### src/rtl/se_pkg.sv
// Shared definitions for the special-effects target-select front end:
// layer ids, blender control codes, BLDCNT field layout and the stage-1 record.
package se_pkg;

  localparam int SE_CW = 15;

  localparam logic [2:0] ID_BG0 = 3'd0;
  localparam logic [2:0] ID_BG1 = 3'd1;
  localparam logic [2:0] ID_BG2 = 3'd2;
  localparam logic [2:0] ID_BG3 = 3'd3;
  localparam logic [2:0] ID_OBJ = 3'd4;
  localparam logic [2:0] ID_BD  = 3'd5;

  localparam logic [1:0] CTRL_ALPHA  = 2'b00;
  localparam logic [1:0] CTRL_BRIGHT = 2'b10;
  localparam logic [1:0] CTRL_DARK   = 2'b11;

  localparam int BLD_T1_LSB   = 0;
  localparam int BLD_MODE_LSB = 6;
  localparam int BLD_T2_LSB   = 8;
  localparam int BLD_MASK_W   = 6;

  typedef enum logic [1:0] {
    MODE_NONE   = 2'b00,
    MODE_ALPHA  = 2'b01,
    MODE_BRIGHT = 2'b10,
    MODE_DARK   = 2'b11
  } bld_mode_e;

  typedef struct packed {
    logic [SE_CW-1:0] first_color;
    logic [SE_CW-1:0] second_color;
    logic [2:0]       top_id;
    logic [2:0]       second_id;
    logic             obj_semitrans;
    logic             win_effect_en;
    logic [15:0]      bldcnt;
    logic [15:0]      bldalpha;
    logic [15:0]      bldy;
  } s1_t;

endpackage

### src/rtl/se_layer_sort.sv
// Combinational top-two resolver over the opaque BG/OBJ candidates.
// Lower priority value wins; on ties OBJ beats every BG and lower BG index
// beats higher. Missing slots are filled with the backdrop.
module se_layer_sort
  import se_pkg::*;
#(
  parameter int NUM_BG = 4,
  parameter int CW     = 15
) (
  input  logic [NUM_BG*CW-1:0] bg_color,
  input  logic [NUM_BG-1:0]    bg_opaque,
  input  logic [NUM_BG*2-1:0]  bg_prio,
  input  logic [CW-1:0]        obj_color,
  input  logic                 obj_opaque,
  input  logic [1:0]           obj_prio,
  input  logic [CW-1:0]        backdrop,
  output logic [CW-1:0]        first_color,
  output logic [CW-1:0]        second_color,
  output logic [2:0]           first_id,
  output logic [2:0]           second_id
);

  localparam int NC = NUM_BG + 1;
  // Key {absent, prio, rank}: a plain unsigned compare gives the full ordering,
  // rank 0 is OBJ so it wins priority ties, then BG0, BG1, ...
  localparam logic [5:0] KEY_NONE = 6'b100000;

  logic [5:0]    cand_key [NC];
  logic [CW-1:0] cand_col [NC];
  logic [2:0]    cand_id  [NC];
  logic [5:0]    best_key;
  logic [5:0]    sec_key;

  // Build one sortable candidate per BG layer plus OBJ.
  always_comb begin
    for (int i = 0; i < NUM_BG; i++) begin
      cand_key[i] = bg_opaque[i] ? {1'b0, bg_prio[i*2 +: 2], 3'(i + 1)} : KEY_NONE;
      cand_col[i] = bg_color[i*CW +: CW];
      cand_id[i]  = 3'(i);
    end
    cand_key[NUM_BG] = obj_opaque ? {1'b0, obj_prio, 3'd0} : KEY_NONE;
    cand_col[NUM_BG] = obj_color;
    cand_id[NUM_BG]  = 3'(NUM_BG);
  end

  // Single pass keeping the best and runner-up; keys are unique so strict
  // compares are enough.
  always_comb begin
    // NOTE: every combinational output gets a default first so no path leaves it unassigned (no latch).
    best_key     = KEY_NONE;
    sec_key      = KEY_NONE;
    first_color  = backdrop;
    second_color = backdrop;
    first_id     = 3'(NUM_BG + 1);
    second_id    = 3'(NUM_BG + 1);
    for (int i = 0; i < NC; i++) begin
      if (cand_key[i] < best_key) begin
        sec_key      = best_key;
        second_color = first_color;
        second_id    = first_id;
        best_key     = cand_key[i];
        first_color  = cand_col[i];
        first_id     = cand_id[i];
      end else if (cand_key[i] < sec_key) begin
        sec_key      = cand_key[i];
        second_color = cand_col[i];
        second_id    = cand_id[i];
      end
    end
  end

endmodule

### src/rtl/se_target_select.sv
// Special-effects target select: stage 1 sorts the top two visible layers and
// captures the blend control words, stage 2 decodes the blender control code.
// Both stages advance together whenever the output slot is free or draining.
module se_target_select
  import se_pkg::*;
#(
  parameter int NUM_BG = 4,
  parameter int CW     = SE_CW
) (
  input  logic                 clock,
  input  logic                 reset,
  input  logic                 in_valid,
  output logic                 in_ready,
  input  logic [NUM_BG*CW-1:0] bg_color,
  input  logic [NUM_BG-1:0]    bg_opaque,
  input  logic [NUM_BG*2-1:0]  bg_prio,
  input  logic [CW-1:0]        obj_color,
  input  logic                 obj_opaque,
  input  logic [1:0]           obj_prio,
  input  logic                 obj_semitrans,
  input  logic [CW-1:0]        backdrop,
  input  logic                 win_effect_en,
  input  logic [15:0]          bldcnt,
  input  logic [15:0]          bldalpha,
  input  logic [15:0]          bldy,
  output logic                 out_valid,
  input  logic                 out_ready,
  output logic [CW-1:0]        first_color,
  output logic [CW-1:0]        second_color,
  output logic [1:0]           control,
  output logic [15:0]          alpha_out,
  output logic [15:0]          y_out,
  output logic [2:0]           top_layer
);

  localparam logic [2:0] OBJ_ID = 3'(NUM_BG);

  logic          advance;
  logic          s1_valid;
  logic          s2_valid;
  s1_t           s1_q;
  logic [CW-1:0] srt_first_color;
  logic [CW-1:0] srt_second_color;
  logic [2:0]    srt_first_id;
  logic [2:0]    srt_second_id;

  logic [BLD_MASK_W-1:0] t1_mask;
  logic [BLD_MASK_W-1:0] t2_mask;
  bld_mode_e             mode;
  logic                  t1;
  logic                  t2;
  logic [1:0]            dec_control;
  logic [15:0]           dec_alpha;
  logic [15:0]           dec_y;
  logic                  unused_ctrl_bits;

  assign advance   = !s2_valid || out_ready;
  assign in_ready  = advance;
  assign out_valid = s2_valid;

  se_layer_sort #(
    .NUM_BG(NUM_BG),
    .CW    (CW)
  ) u_sort (
    .bg_color    (bg_color),
    .bg_opaque   (bg_opaque),
    .bg_prio     (bg_prio),
    .obj_color   (obj_color),
    .obj_opaque  (obj_opaque),
    .obj_prio    (obj_prio),
    .backdrop    (backdrop),
    .first_color (srt_first_color),
    .second_color(srt_second_color),
    .first_id    (srt_first_id),
    .second_id   (srt_second_id)
  );

  // Stage 1: capture the sorted pair together with the control words of this pixel.
  always_ff @(posedge clock) begin
    // NOTE: state registers use non-blocking assignments so every flop samples pre-edge values.
    if (reset) begin
      s1_valid <= 1'b0;
      s1_q     <= '0;
    end else if (advance) begin
      s1_valid <= in_valid;
      if (in_valid) begin
        s1_q.first_color   <= srt_first_color;
        s1_q.second_color  <= srt_second_color;
        s1_q.top_id        <= srt_first_id;
        s1_q.second_id     <= srt_second_id;
        s1_q.obj_semitrans <= obj_semitrans;
        s1_q.win_effect_en <= win_effect_en;
        s1_q.bldcnt        <= bldcnt;
        s1_q.bldalpha      <= bldalpha;
        s1_q.bldy          <= bldy;
      end
    end
  end

  // Stage 2 decode: semi-transparent OBJ over a second target forces alpha,
  // otherwise the window bit and BLDCNT mode select the effect.
  always_comb begin
    t1_mask     = s1_q.bldcnt[BLD_T1_LSB +: BLD_MASK_W];
    t2_mask     = s1_q.bldcnt[BLD_T2_LSB +: BLD_MASK_W];
    mode        = bld_mode_e'(s1_q.bldcnt[BLD_MODE_LSB +: 2]);
    t1          = t1_mask[s1_q.top_id];
    t2          = t2_mask[s1_q.second_id];
    dec_alpha   = {3'b000, s1_q.bldalpha[12:8], 3'b000, s1_q.bldalpha[4:0]};
    dec_control = CTRL_BRIGHT;
    dec_y       = '0;
    if (s1_q.top_id == OBJ_ID && s1_q.obj_semitrans && t2) begin
      dec_control = CTRL_ALPHA;
      dec_y       = {11'b0, s1_q.bldy[4:0]};
    end else if (s1_q.win_effect_en) begin
      unique case (mode)
        MODE_ALPHA: if (t1 && t2) begin
          dec_control = CTRL_ALPHA;
          dec_y       = {11'b0, s1_q.bldy[4:0]};
        end
        MODE_BRIGHT: if (t1) begin
          dec_control = CTRL_BRIGHT;
          dec_y       = {11'b0, s1_q.bldy[4:0]};
        end
        MODE_DARK: if (t1) begin
          dec_control = CTRL_DARK;
          dec_y       = {11'b0, s1_q.bldy[4:0]};
        end
        default: ;
      endcase
    end
  end

  // Stage 2 register: outputs only move when the downstream slot can take a new value.
  always_ff @(posedge clock) begin
    // NOTE: the output datapath is reset as well because its idle value is architecturally visible.
    if (reset) begin
      s2_valid     <= 1'b0;
      first_color  <= '0;
      second_color <= '0;
      control      <= CTRL_BRIGHT;
      alpha_out    <= '0;
      y_out        <= '0;
      top_layer    <= '0;
    end else if (advance) begin
      s2_valid <= s1_valid;
      if (s1_valid) begin
        first_color  <= s1_q.first_color;
        second_color <= s1_q.second_color;
        control      <= dec_control;
        alpha_out    <= dec_alpha;
        y_out        <= dec_y;
        top_layer    <= s1_q.top_id;
      end
    end
  end

  // Register bits the blender never looks at.
  assign unused_ctrl_bits = ^{s1_q.bldcnt[15:14], s1_q.bldalpha[15:13],
                              s1_q.bldalpha[7:5], s1_q.bldy[15:5]};

endmodule

### config.mk
export PLATFORM = sky130hd
export DESIGN_NAME = se_target_select
export DESIGN_NICKNAME = d
export VERILOG_FILES = /design/src/rtl/se_pkg.sv /design/src/rtl/se_layer_sort.sv /design/src/rtl/se_target_select.sv
export SDC_FILE = /design/constraint.sdc
export NUM_CORES = 1
export LEC_CHECK = 0
export CELL_PAD_IN_SITES_DETAIL_PLACEMENT = 2
export CELL_PAD_IN_SITES_GLOBAL_PLACEMENT = 2
export CORE_UTILIZATION = 29
export DETAILED_ROUTE_END_ITERATION = 8
export PLACE_DENSITY_LB_ADDON = 0.1
export SLEW_MARGIN = 20
export SYNTH_ARGS = -nofsm -noshare
export SYNTH_HDL_FRONTEND = slang
export SYNTH_SLANG_ARGS = --single-unit
export TNS_END_PERCENT = 20
### constraint.sdc
create_clock -name clock -period 18.35 [get_ports clock]
set_input_delay 2.7525 -clock clock [delete_from_list [all_inputs] [get_ports clock]]
set_output_delay 2.7525 -clock clock [all_outputs]
set_load 0.02 [all_outputs]
==> results of run 1 <==
[kinds of logic (layout without fill, tap and decap cells)]
logic type	count (synthesis)	in the layout
mux	67	67
other cells	1	19
buf+inv	111	250
flops	119	119
compound gates	339	339
fa+ha+maj	20	20
simple gates	375	375
[per-layer routing]
layer / wire length [µm] / vias to the layer above / track usage / share of wire
met4: 761 / 6 / 0.0748 / 0.025
li1: - / 3985 / - / -
met2: 14700 / 173 / 0.389 / 0.49
met3: 1380 / 48 / 0.0450 / 0.046
met5: 37 / - / 0 / 0.0012
met1: 13100 / 4119 / 0.261 / 0.44
[metrics by stage]
step	utilization	cell area (µm²)	hold slack [ns]
2_1_floorplan	-	7860	0.429
5_1_grt	0.399	10500	0.479
6_report	0.399	10500	0.452
3_3_place_gp	0.375	9830	0.440
3_5_place_dp	0.375	9830	0.447
4_1_cts	0.399	10400	0.458
[critical path: cells and delay by family]
family                   cells  cell delay, ns
adder cells (fa/ha/maj)      4            1.11
AO/OA/AOI/OAI               11            2.79
buffers and inverters        5            2.44
multiplexers                 1            0.41
AND/OR/NAND/NOR             11            2.90
[sequential cells by signal, indices dropped and copies added, names as in the netlist]
name / flops
first_color: 15
dec_alpha: 10
control: 2
out_valid: 1
top_layer: 3
alpha_out: 10
mode: 2
s1_valid: 1
second_color: 15
s1_q: 55
y_out: 5
[power groups by stage]
stage                     Clock (W)  Sequential [W]  Combinational (W)
after floorplan                   0        0.000301           0.000253
after CTS                  0.000355        0.000296           0.000377
after detailed placement          0        0.000301           0.000375
final                      0.000348        0.000296           0.000373
after global routing       0.000368        0.000299           0.000412
after global placement            0        0.000300           0.000368
[worst paths after layout]
kind	startpoint	to	slack (ns)	depth (start not counted)
min	s1_q[82]	first_color[11]	0.45	2
max	bg_opaque[1]	s1_q[65]	6.14	32
max reg2reg	out_valid	s1_q[67]	15.55	9
min reg2reg	s1_q[82]	first_color[11]	0.45	2
[synthesized netlist by cell type (2+ instances only)]
cell type  instances  area share
a221oi_4           2      0.0067
o21bai_1           3      0.0029
buf_1              7      0.0034
a311oi_2           2      0.0038
inv_1             12      0.0058
a221o_1           16       0.021
nand3_1           41       0.026
o21ai_0           60       0.038
nand3b_1           2      0.0019
clkbuf_1          52       0.025
buf_4             21       0.020
o21ai_1            4      0.0026
a21boi_1           3      0.0029
buf_2             16       0.010
a21oi_1          113       0.072
o21ai_2            2      0.0022
mux2_2            31       0.045
and3_1            16       0.013
ha_1              18       0.029
o311ai_0           3      0.0034
a31oi_1           17       0.014
nand2b_1           3      0.0024
a311o_1            2      0.0026
o211ai_1          18       0.017
and2_1            12      0.0096
a221oi_1          16       0.018
nor3_1             8      0.0051
o221ai_1          17       0.019
buf_6              3      0.0043
o211a_1            2      0.0026
mux2i_1           34       0.044
mux4_2             2      0.0058
o2bb2ai_1          2      0.0022
nor2_1            72       0.035
nor2b_1            2      0.0016
a21o_1            26       0.025
or3_1              2      0.0016
nand2_1          209        0.10
dfxtp_1          119        0.31
a211oi_1           6      0.0058
o21a_1             4      0.0038
a22oi_1            5      0.0048
[final cells by class]
class	count	area, µm²	area share
Timing Repair Buffer	206	2020	0.193
Inverter	12	45.0	0.00431
Clock inverter	14	176	0.0169
Clock buffer	18	439	0.0420
Multi-Input combinational cell	818	4970	0.475
Sequential cell	119	2380	0.228
Antenna cell	2	5.00	0.000478
Tap cell	335	419	0.0401
==> run metrics, run 1 <==
run status complete, but fails checks; failing checks design-rule violations; largest family of logic cells by synthesized area compound AO/OA/AOI/OAI gates; CP Capture Type flip-flop; vias per std cell 5.47; Worst-Margin Slew 0.993 ns; CTS H-tree depth 4; fillers 3012; multiplexer share of the synthesized area 0.0941; GRT Overall Usage 0.219; pwr/cell area 97.2 mW/mm²; TritonCTS clock tree yes; die height 166 µm; P_leak 3.94 nW; final period utilization 0.665; gpl congestion 0.915; setup ws final 6.14 ns; Post-Place Cells 1490; post-layout min period 12.21 ns; CTS sink cnt 119; Clock Skews 0.00726 ns; critical path launch point type input port; Clock power frac 0.342; Synth async-reset ratio 0; YS warnings 0; worst hold path type flip-flop to flip-flop; switching part of the total 0.359; Routed Antenna Nets 0; biggest fanout along the worst timing path 55; simple-gate area share of the yosys netlist 0.205; Setup-failing EPs final 0; top_reg_cell synth dfxtp_1; die width 166 µm; Fin. Hold Viols 0; post-synthesis compound-gate area fraction 0.295; root buffer cell clkbuf_16; die area 0.0276 mm²; Final Non-Filler Cells 1524; CP max stage delay 1.12 ns; Post-Syn Instances 1032; 1st-pass router iterations 6; clock slew seen by the registers of the worst setup and hold paths 0.06 ns; drt wl/cell 19.7 µm; via count 8331; synthesized cell area 0.00780 mm²; vias in the first global route 8958; Area Overhead vs Synth 34.1%; Num CTS Buffers 17; Cell variety after synth 69; core area 0.0262 mm²; max-slew violation count 0; port bufs 191; cts repair resizes 0; Setup Buffers After CTS 0; maxcap violations 0; clock latency at the later pin of the worst-skew pair 0.41 ns; Post-synth EDFFs 0; Post-Synth XOR/XNOR Area 0; most frequent cells in the layout nand2_1 (208), clkdlybuf4s50_1 (190), dfxtp_1 (119); DP HPWL 21.6 mm; Reg power frac 0.291; NetSw 0.000365 W; relative slew slack 0.338; pre-CTS setup slack 5.80 ns; CTS max path bufs 2; Seq cells post-synth 119; setup_tns 0 ns; Hold Buf Count CTS 0; initial antenna violation count 5; proportion of layout cells with a drive suffix above 1 0.0893; Overall Power 0.00102 W; # IOs 228; first-pass GRT wire length 48.0 mm; CP arrival 12.45 ns; Crit Path Class input port to flip-flop; commonest non-fill, non-tap cell in the layout nand2_1; total grt overflow 0; slowest CP cell clkdlybuf4s50_1; fin nets 1351; Site Rows 59; post-synthesis sequential area ratio 0.305; largest net degree at the start of global routing 71; Pint 0.000652 W; Initial Util 0.298; CP most frequent cell ha_1; fmax 81.9 MHz; DRC 14; mean post-synth cell area 7.56 µm²; CP required 18.59 ns; routed wire length 30.0 mm; Max rail drop VDD 57.6 µV; combinational power share 0.367; adder-cell share of the synthesized area 0.0316; RSZ-0062 raised after global routing no; DRT iter0 DRCs 413
(Power assumes the default switching activity.)
==> run 2: changes to the inputs <==
- CORE_UTILIZATION: 29 -> 27
- clock period: 18.35 -> 12.6 ns (I/O delays scaled with it)
==> run 2 against run 1 <==
Compared with the run above: the flow now finishes without violations; sequential power rose by 45%; first-iteration DRC count fell by 23%; clock power rose by 66%; final area rose by 1.4%; clock skew rose by 0.00069 ns; die area rose by 7.3%; final cell count rose by 3.1%; critical path depth rose by 1; combinational power rose by 47%; flip-flop and latch count did not move; count of clock-buffer cells in the layout rose by 1; non-clock buffer count rose by 4.
==> run metrics, run 2 (synthesis results as in run 1) <==
run status finished clean; CP required 12.83 ns; fin area 0.0106 mm²; DRT iter0 DRCs 316; drt wl/cell 19.5 µm; vias per std cell 5.29; launch point of the worst reg-to-reg path out_valid; Fin. Hold Viols 0; Regs by FF count s1_q x55, first_color x15, second_color x15; core area 0.0281 mm²; 1st-pass router iterations 5; Pint 0.00103 W; cts repair resizes 0; GRT Overall Usage 0.210; pwr/cell area 147 mW/mm²; Setup-failing EPs final 0; Hold Buf Count CTS 0; biggest fanout along the worst timing path 33; Clock power frac 0.372; commonest non-fill, non-tap cell in the layout nand2_1; proportion of layout cells with a drive suffix above 1 0.0898; Site Rows 61; critical path launch point type input port; CP max stage delay 1.10 ns; final period utilization 0.854; max-slew violation count 0; post-layout min period 10.76 ns; CTS H-tree depth 4; Max rail drop VDD 92.6 µV; total grt overflow 0; Area Overhead vs Synth 36.0%; fillers 3287; routed wire length 30.6 mm; die width 172 µm; switching part of the total 0.338; Largest Register s1_q; max reg flops 55; CTS sink cnt 119; DRC 0; CP Capture Type flip-flop; setup_tns 0 ns; Clock Skews 0.00795 ns; root buffer cell clkbuf_16; largest net degree at the start of global routing 86; gpl congestion 0.872; Post-DP Area 0.00991 mm²; P_leak 4.00 nW; Routed Antenna Nets 0; Num CTS Buffers 17; Setup Buffers After CTS 0; first-pass GRT wire length 48.0 mm; CTS max path bufs 2; Crit Path Class input port to flip-flop; initial antenna violation count 6; relative slew slack 0.345; RSZ-0062 raised after global routing no; Reg power frac 0.276; fin nets 1355; Worst-Margin Slew 0.983 ns; DP HPWL 21.9 mm; HP Start s1_q[59]; CP arrival 11.00 ns; die area 0.0296 mm²; maxcap violations 0; slowest CP cell clkdlybuf4s50_1; CP most frequent cell ha_1; TritonCTS clock tree yes; port bufs 191; # IOs 228; clock slew seen by the registers of the worst setup and hold paths 0.06 ns; vias in the first global route 8738; Worst setup startpoint bg_opaque[1]; Initial Util 0.278; most frequent cells in the layout nand2_1 (208), clkdlybuf4s50_1 (190), dfxtp_1 (119); combinational power share 0.352; via count 8303; worst hold path type flip-flop to flip-flop; die height 172 µm; fmax 92.9 MHz; NetSw 0.000525 W; clock latency at the later pin of the worst-skew pair 0.41 ns
[run 2: final timing paths]
path | cells after the start | endpoint | slack [ns]
worst max-delay path | 33 | s1_q[66] | 1.84
worst min-delay path | 2 | second_color[3] | 0.45
worst max register to register | 5 | s1_q[66] | 9.95
worst min register to register | 2 | second_color[3] | 0.45
[run 2: area by class of cell]
| cell class | instances | area [µm²] | share of cell area |
|---|---|---|---|
| Tap cell | 378 | 473 | 0.0446 |
| Inverter | 12 | 45.0 | 0.00425 |
| Clock inverter | 13 | 249 | 0.0235 |
| Sequential cell | 119 | 2380 | 0.225 |
| Clock buffer | 19 | 443 | 0.0418 |
| Timing Repair Buffer | 210 | 2050 | 0.193 |
| Antenna cell | 2 | 5.00 | 0.000472 |
| Multi-Input combinational cell | 818 | 4960 | 0.468 |
[run 2: routing by layer]
metal / GRT usage / wire, µm
met5: 0 / 57
met4: 0.0639 / 565
met3: 0.0373 / 1170
met2: 0.367 / 15100
met1: 0.261 / 13600
[run 2: critical path: cells and delay by family]
kind | cells | cell delay, ns
and+or+nand+nor | 8 | 2.19
adders and majority gates | 4 | 1.00
AOI/OAI and AO/OA | 17 | 3.99
buffers and inverters | 4 | 1.91
[run 2: per-stage QoR]
stage | power, W | utilization | setup WS (ns) | instances | hold slack (ns)
2_1_floorplan | 0.000807 | - | 3.64 | 1048 | 0.429
3_3_place_gp | 0.000979 | 0.353 | 1.57 | 1537 | 0.442
3_5_place_dp | 0.000990 | 0.353 | 1.43 | 1537 | 0.449
4_1_cts | 0.00158 | 0.378 | 1.85 | 1569 | 0.458
5_1_grt | 0.00165 | 0.378 | 0.970 | 1571 | 0.476
6_report | 0.00156 | 0.378 | 1.84 | 1571 | 0.452
[run 2: power groups by stage]
stage | Combinational, W | Sequential (W) | Clock [W]
after detailed placement | 0.000552 | 0.000438 | 0
final | 0.000548 | 0.000429 | 0.000578
after global placement | 0.000543 | 0.000437 | 0
after global routing | 0.000607 | 0.000433 | 0.000606
after CTS | 0.000556 | 0.000430 | 0.000590
after floorplan | 0.000369 | 0.000438 | 0
==> run 3: changes to the inputs <==
- SLEW_MARGIN: 20 -> 10
==> results of run 3 <==
Same layout as run 2: the final DEF is identical, and so are final timing and power.
